<file path="src/rtl/wb_arbiter.sv">
// Two-master Wishbone arbiter with round-robin tie-break and grant timeout.
// Master 0 is instruction fetch and master 1 is load/store. Both share one slave.
module wb_arbiter #(
  parameter int unsigned TIMEOUT = 16
) (
  input  logic        clk_i,
  input  logic        rst_i,
  input  logic        m0_cyc_i,
  input  logic        m0_stb_i,
  input  logic        m0_we_i,
  input  logic [31:0] m0_adr_i,
  input  logic [3:0]  m0_sel_i,
  input  logic [31:0] m0_dat_i,
  output logic [31:0] m0_dat_o,
  output logic        m0_ack_o,
  output logic        m0_err_o,
  input  logic        m1_cyc_i,
  input  logic        m1_stb_i,
  input  logic        m1_we_i,
  input  logic [31:0] m1_adr_i,
  input  logic [3:0]  m1_sel_i,
  input  logic [31:0] m1_dat_i,
  output logic [31:0] m1_dat_o,
  output logic        m1_ack_o,
  output logic        m1_err_o,
  output logic        wb_cyc_o,
  output logic        wb_stb_o,
  output logic        wb_we_o,
  output logic [31:0] wb_adr_o,
  output logic [3:0]  wb_sel_o,
  output logic [31:0] wb_dat_o,
  input  logic [31:0] wb_dat_i,
  input  logic        wb_ack_i,
  output logic [1:0]  grant_o
);

  localparam int unsigned CW = (TIMEOUT > 0) ? $clog2(TIMEOUT + 1) : 1;
  localparam logic [CW-1:0] CNT_LAST = (TIMEOUT > 0) ? CW'(TIMEOUT - 1) : '0;

  typedef enum logic [1:0] {IDLE, GRANT0, GRANT1} state_t;

  state_t        state, state_nxt;
  logic          last_grant, last_grant_nxt;
  logic [CW-1:0] cnt, cnt_nxt;

  logic req0, req1;
  logic granted, gm;
  logic g_cyc, g_stb, g_we;
  logic [31:0] g_adr, g_dat;
  logic [3:0]  g_sel;
  logic timeout_hit;

  assign req0 = m0_cyc_i & m0_stb_i;
  assign req1 = m1_cyc_i & m1_stb_i;

  assign granted = (state == GRANT0) || (state == GRANT1);
  assign gm      = (state == GRANT1);

  assign g_cyc = gm ? m1_cyc_i : m0_cyc_i;
  assign g_stb = gm ? m1_stb_i : m0_stb_i;
  assign g_we  = gm ? m1_we_i  : m0_we_i;
  assign g_adr = gm ? m1_adr_i : m0_adr_i;
  assign g_sel = gm ? m1_sel_i : m0_sel_i;
  assign g_dat = gm ? m1_dat_i : m0_dat_i;

  // Counter holds (grant cycles so far - 1); an ack in the same cycle takes priority.
  assign timeout_hit = (TIMEOUT != 0) && granted && (cnt == CNT_LAST) && !wb_ack_i && g_cyc;

  assign m0_dat_o = wb_dat_i;
  assign m1_dat_o = wb_dat_i;

  always_ff @(posedge clk_i) begin
    if (!rst_i) begin
      state      <= IDLE;
      last_grant <= 1'b1;
      cnt        <= '0;
    end else begin
      state      <= state_nxt;
      last_grant <= last_grant_nxt;
      cnt        <= cnt_nxt;
    end
  end

  always_comb begin
    state_nxt      = state;
    last_grant_nxt = last_grant;
    cnt_nxt        = cnt;
    wb_cyc_o = 1'b0;
    wb_stb_o = 1'b0;
    wb_we_o  = 1'b0;
    wb_adr_o = '0;
    wb_sel_o = '0;
    wb_dat_o = '0;
    m0_ack_o = 1'b0;
    m0_err_o = 1'b0;
    m1_ack_o = 1'b0;
    m1_err_o = 1'b0;
    grant_o  = '0;

    // Outputs are also masked while reset is asserted so an abandoned transfer never acks.
    if (rst_i && granted) begin
      wb_cyc_o = g_cyc;
      wb_stb_o = g_stb;
      wb_we_o  = g_we;
      wb_adr_o = g_adr;
      wb_sel_o = g_sel;
      wb_dat_o = g_dat;
      grant_o  = gm ? 2'b10 : 2'b01;
      if (gm) begin
        m1_ack_o = wb_ack_i;
        m1_err_o = timeout_hit;
      end else begin
        m0_ack_o = wb_ack_i;
        m0_err_o = timeout_hit;
      end
    end

    case (state)
      IDLE: begin
        cnt_nxt = '0;
        if (req0 && req1) begin
          state_nxt      = last_grant ? GRANT0 : GRANT1;
          last_grant_nxt = ~last_grant;
        end else if (req0) begin
          state_nxt      = GRANT0;
          last_grant_nxt = 1'b0;
        end else if (req1) begin
          state_nxt      = GRANT1;
          last_grant_nxt = 1'b1;
        end
      end
      GRANT0, GRANT1: begin
        if (wb_ack_i || timeout_hit || !g_cyc) state_nxt = IDLE;
        else cnt_nxt = cnt + CW'(1);
      end
      default: state_nxt = IDLE;
    endcase
  end

endmodule

</file>
<file path="config.mk">
export PLATFORM = sky130hd
export DESIGN_NAME = wb_arbiter
export DESIGN_NICKNAME = d
export VERILOG_FILES = /design/src/rtl/wb_arbiter.sv
export SDC_FILE = /design/constraint.sdc
export NUM_CORES = 1
export LEC_CHECK = 0
export ABC_AREA = 1
export ABC_CLOCK_PERIOD_IN_PS = 1590
export CAP_MARGIN = 20
export CORE_AREA = 4 4 122 124
export CTS_CLUSTER_SIZE = 30
export DETAILED_ROUTE_END_ITERATION = 8
export DIE_AREA = 0 0 126 128
export GPL_TIMING_DRIVEN = 1
export PLACE_DENSITY = 0.64
export SLEW_MARGIN = 20
export SYNTH_ARGS = -nofsm -noshare
export SYNTH_HDL_FRONTEND = slang
export SYNTH_SLANG_ARGS = --single-unit
export TNS_END_PERCENT = 30
</file>
<file path="constraint.sdc">
create_clock -name clk_i -period 1.59 [get_ports clk_i]
set_input_delay 0.318 -clock clk_i [delete_from_list [all_inputs] [get_ports clk_i]]
set_output_delay 0.318 -clock clk_i [all_outputs]
set_load 0.05 [all_outputs]
</file>
# After elaboration in Yosys (flattened, before gate mapping)
# Cells that the tools add are included.
# word_totals
register_bits,8
input_bits,177
output_inout_bits,141
word_cells,63
# op_classes
n_addsub,1
eq_ne,6
muxes,33
bitwise,3
n_reduce_logical,17
# ops
operator,n
$mux 32,4
$mux 1,17
$mux 2,7
$pmux 5 s2,1
$mux 4,2
$reduce_and 2->1,3
$add 5x1->5 const B,1
$eq 5x4->1 const B,1
$logic_and 1x1->1,5
$mux 5,1
$ne 2x2->1 const B,2
$ne 4x4->1 const B,1
$pmux 2 s2,1
$logic_or 1x1->1,3
$reduce_bool 3->1,1
$and 1x1->1,2
$eq 2x1->1 const B,1
$eq 2x2->1 const B,1
$logic_not 1->1,2
$logic_not 2->1,1
$reduce_bool 2->1,1
$reduce_or 2->1,1
$not 1->1,1

# Depth between registers and ports, before layout
# logic_depth
ltp_word,9
ltp_mapped,10
ltp_nobuf,10

# Worst setup path before layout
# No wires, ideal clock.
# synth_timing
kind,flip-flop to output port
startpoint,reg state[1]
endpoint,out m1_ack_o
t_arrival_ns,1.889
t_required_ns,1.272
path_slack_ns,-0.617
stages_incl_launch_ff,8
path_buffers,1
path_cell_list,dfxtp_1 -> inv_1 -> ha_1 -> nand2_4 -> nor2_8 -> buf_6 -> inv_2 -> nor2_1
# synth_between
elab_chain_len,4
word_cells_on_any_way,6
cone_classes,2 x eq/ne; 2 x mux; 2 x reduce/logical
# synth_rtl
item,line,text
start: declaration,42,"state_t state, state_nxt;"
start signal: assignment,78,state <= state_nxt;
$eq 2x1->1 / $eq 2x2->1 (equally long branches),"56, 57",
$logic_or 1x1->1,56,assign granted = (state == GRANT0) || (state == GRANT1);
$logic_and 1x1->1,101,if (rst_i && granted) begin
$mux 1 *,101,
end: declaration,24,"output logic m1_ack_o,"
# Every way passes the cells marked *; elsewhere a longest branch is shown, timed or not.

# Worst setup path in the final report
# layout_timing
startpoint,reg state[1]
endpoint,out wb_dat_o[29]
# layout_between
elab_chain_len,4
word_cells_on_any_way,6
cone_classes,2 x eq/ne; 2 x mux; 2 x reduce/logical
# layout_rtl
item,line,text
$eq 2x1->1 / $eq 2x2->1 (equally long branches),"56, 57",
$logic_or 1x1->1,56,
$logic_and 1x1->1,101,
$mux 32 *,101,
end: declaration,31,"output logic [31:0] wb_dat_o,"
# Marked as above.

==> metrics.md <==
| Metric | Value |
|---|---|
| Yosys warns | 0 |
| Pwr/cell area | 477 nW/µm² |
| Synth Instances | approximately 230 |
| IO Count | 318 |
| Site row count | 43 |
| Final wirelength | between 10000 and 15000 µm |
| Clock buffer count from CTS | 3 |
| Total gr overflow | 0 |
| Worst hold endpoint | cnt[4]$_SDFFE_PN0P_ |
| Crit path cell chain | inv_2 -> ha_4 -> nand2_4 -> nor2_8 -> buf_12 -> a22o_1 -> buf_12 |
| Worst path bufs/invs | 3 |
| DRC | 0 |
| Seq cells post-synth | 8 |
| # port buffers | 221 |
| Total Power Consumption | 2.71 mW |
| Initial cell density of the core | 13.2% |
| Post-place setup slack | -554 ps |
| # fillers | 1287 |
| Worst R2R Start | cnt[0]$_SDFFE_PN0P_ |
| Worst Setup End Kind | output pin |
| Post-DP HPWL | just over 10000 µm |
| Post-synthesis sequential area ratio | 8.79% |
| Clk Latency, worst-skew pair | 230 ps |
| Hold Path Depth | 2 |
| Die height | 128 µm |
| Clk slew on worst S/H paths | 40 ps |
| Synth top area cells | a22o_1, buf_4, dfxtp_1, buf_6, nand2_1 |
| Mux cell area share after synthesis | 0% |
| Placement Cell Area | 4780 µm² |
| Largest net degree at the start of global routing | 25 |
| # setup viols final | 77 |
| Crit path max-delay family | buffers and inverters |
| Total placed cells including tap cells | around 570 |
| Hold Path Class | reg -> reg |
| Clk_skew | between 1 and 1.5 ps |
| Most numerous cell on the critical path | buf_12 |
| Crit path max fanout | 19 |
| Core Region | between 10000 and 15000 µm² |
| Final Max Slew Viols | 0 |
| Post-Layout Cell Count | a little under 600 |
| Final GP Congestion | 0.876 |
| Root buf cell | clkbuf_16 |
| Syn avg cell area | 7.89 µm² |
| Share of cells above drive strength 1 | 51.0% |
| Die W | 126 µm |
| Final min period | 2090 ps |
| Post-synth top area cell | a22o_1 |
| Post-synth top area share | approximately a third |
| Post-Synth XOR/XNOR Area | 0.481% |
| Max stage delay cell, worst path | dfxtp_2 |
| Status | finished with violations |
| Via count | roughly 2500 |
| Die ar. | 16100 µm² |
| Main combinational cell family by area after synthesis | buffers and inverters |
| Layout Utilization | 41.2% |
| Worst slew margin | between 80% and 90% |
| Yosys cell types | 23 |
| Commonest non-fill, non-tap cells in the layout | clkdlybuf4s50_1, buf_12, a22o_4, buf_4, nand2_1 |
| Min Hold Slack | 473 ps |
| Critical path required time | about 1300 ps |
| First-pass iteration count of the detailed router | 4 |
| Setup CP Type | reg -> out |
| R2r setup slk | 80 ps |
| Slowest Stage Delay on Critical Path | ~340 ps |
| Syn Std Cell Area | 1820 µm² |
| RSZ-0062 raised after global routing | true |
| Worst hold path startpoint | cnt[4]$_SDFFE_PN0P_ |
| DR WL/cell | 21.7 µm |
| Initial drt markers | 75 |
| Number of max-cap violations | 0 |
| Clock Sinks | 8 |
| Setup TNS Final | -35050 ps |
| CP startpoint | state[1]$_SDFFE_PN0P_ |
| Slew @ Worst Pin | 259 ps |
| Area delta synth->final | 212% |
| Post-synthesis simple-gate area fraction | 12.9% |
| Final worst setup slack | -501 ps |
| Critical Path Start Type | flop |
| Max IR drop VDD | 0.000639 V |
| Vias in the first global route | 2627 |
| Via/cell ratio | 4.11 |
| Compound-Gate Fraction of Synth Area | 36.5% |
| Antenna Nets Post-Route | 0 |
| GRT Overall Usage | about 14% |
| H-tree depth | 1 |
| R2r endpoint | cnt[4]$_SDFFE_PN0P_ |
| Post-route cell area | between 5000 and 6000 µm² |
| Post-synthesis adder-cell area fraction | 2.75% |
| Reg2Reg Depth | 11 |
| LEAKAGE | 2.46 nW |
| TritonCTS clock tree | yes |
| Number of cells on the critical path | 7 |
| Nets | 599 |
| Critical Path AT | 1770 ps |
| Final period util | 131% |
| Syn nets | between 400 and 500 |
| Max clock buf depth | 2 |
| Initial antenna violation count | 1 |
| Global-route wire length before repair | 17900 µm |
| Failing checks | negative setup slack |
| Max frequency | 478 MHz |
| Final hold vios | 0 |
| Commonest non-fill, non-tap cell in the layout | clkdlybuf4s50_1 |
-- routing by layer --
layer | global-route usage, % | up-vias | wire [µm]
met5 | 0 | - | 0
met3 | 5.17 | 6 | 1090
met1 | 16.4 | 1162 | 4670
met2 | 26.6 | 136 | 7110
met4 | 2.21 | 0 | 90
li1 | - | 1148 | -
-- logic make-up after synthesis --
logic type      after synthesis
compound gates               80
xor+xnor                      1
fa+ha+maj                     4
buf+inv                      93
flops                         8
simple gates                 45
-- Yosys cell counts, drive strengths merged --
library cell and count:
buf 78, o21ai 2, nand3 7, inv 15, a22o 70, a21oi 7
nand2 24, a21boi 1, nor3b 1, dfxtp 8, xor2 1, nor2 12
ha 4, nand4 1
-- worst max-delay path by stage --
stage                        end  slack [ps]
floorplan               m0_err_o        -250
global placement        m1_err_o        -550
detailed placement      m1_err_o        -550
CTS                 wb_adr_o[13]        -510
global route         wb_sel_o[3]        -560
finish              wb_dat_o[29]        -500
-- cell type report --
| class | count | area, µm² | area share [%] |
|---|---|---|---|
| Antenna cell | 1 | 2.50 | 0.0441 |
| Clock buffer | 3 | 75.1 | 1.32 |
| Inverter | 15 | 73.8 | 1.30 |
| Multi-Input combinational cell | 130 | 1590 | 27.9 |
| Sequential cell | 8 | 163 | 2.87 |
| Tap cell | 180 | 225 | 3.97 |
| Timing Repair Buffer | 260 | 3550 | 62.6 |
-- report_power, final --
part           total, mW  switching, mW  internal [mW]
combinational       2.08          0.957           1.12
clock              0.413         0.0898          0.323
sequential         0.218        0.00579          0.212
-- worst min-delay path, cell delays in order (launching register included) --
cell	delay [ps]
dfxtp_1	310
nand2_1	70
nand2_1	50
-- registers in the layout, indices dropped and copies added (netlist names) --
| signal | cells |
|---|---|
| last_grant | 1 |
| cnt | 5 |
| state | 2 |
-- repair_timing --
action | in CTS | in global routing
buffers inserted | 3 | 11
hold buffers | 0 | 0
gates cloned | 4 | 4
setup endpoints to repair | 77 | 83
resized for setup | 33 | 31
pin swaps | 27 | 7
Note: power is estimated with default switching activity, not from simulation.
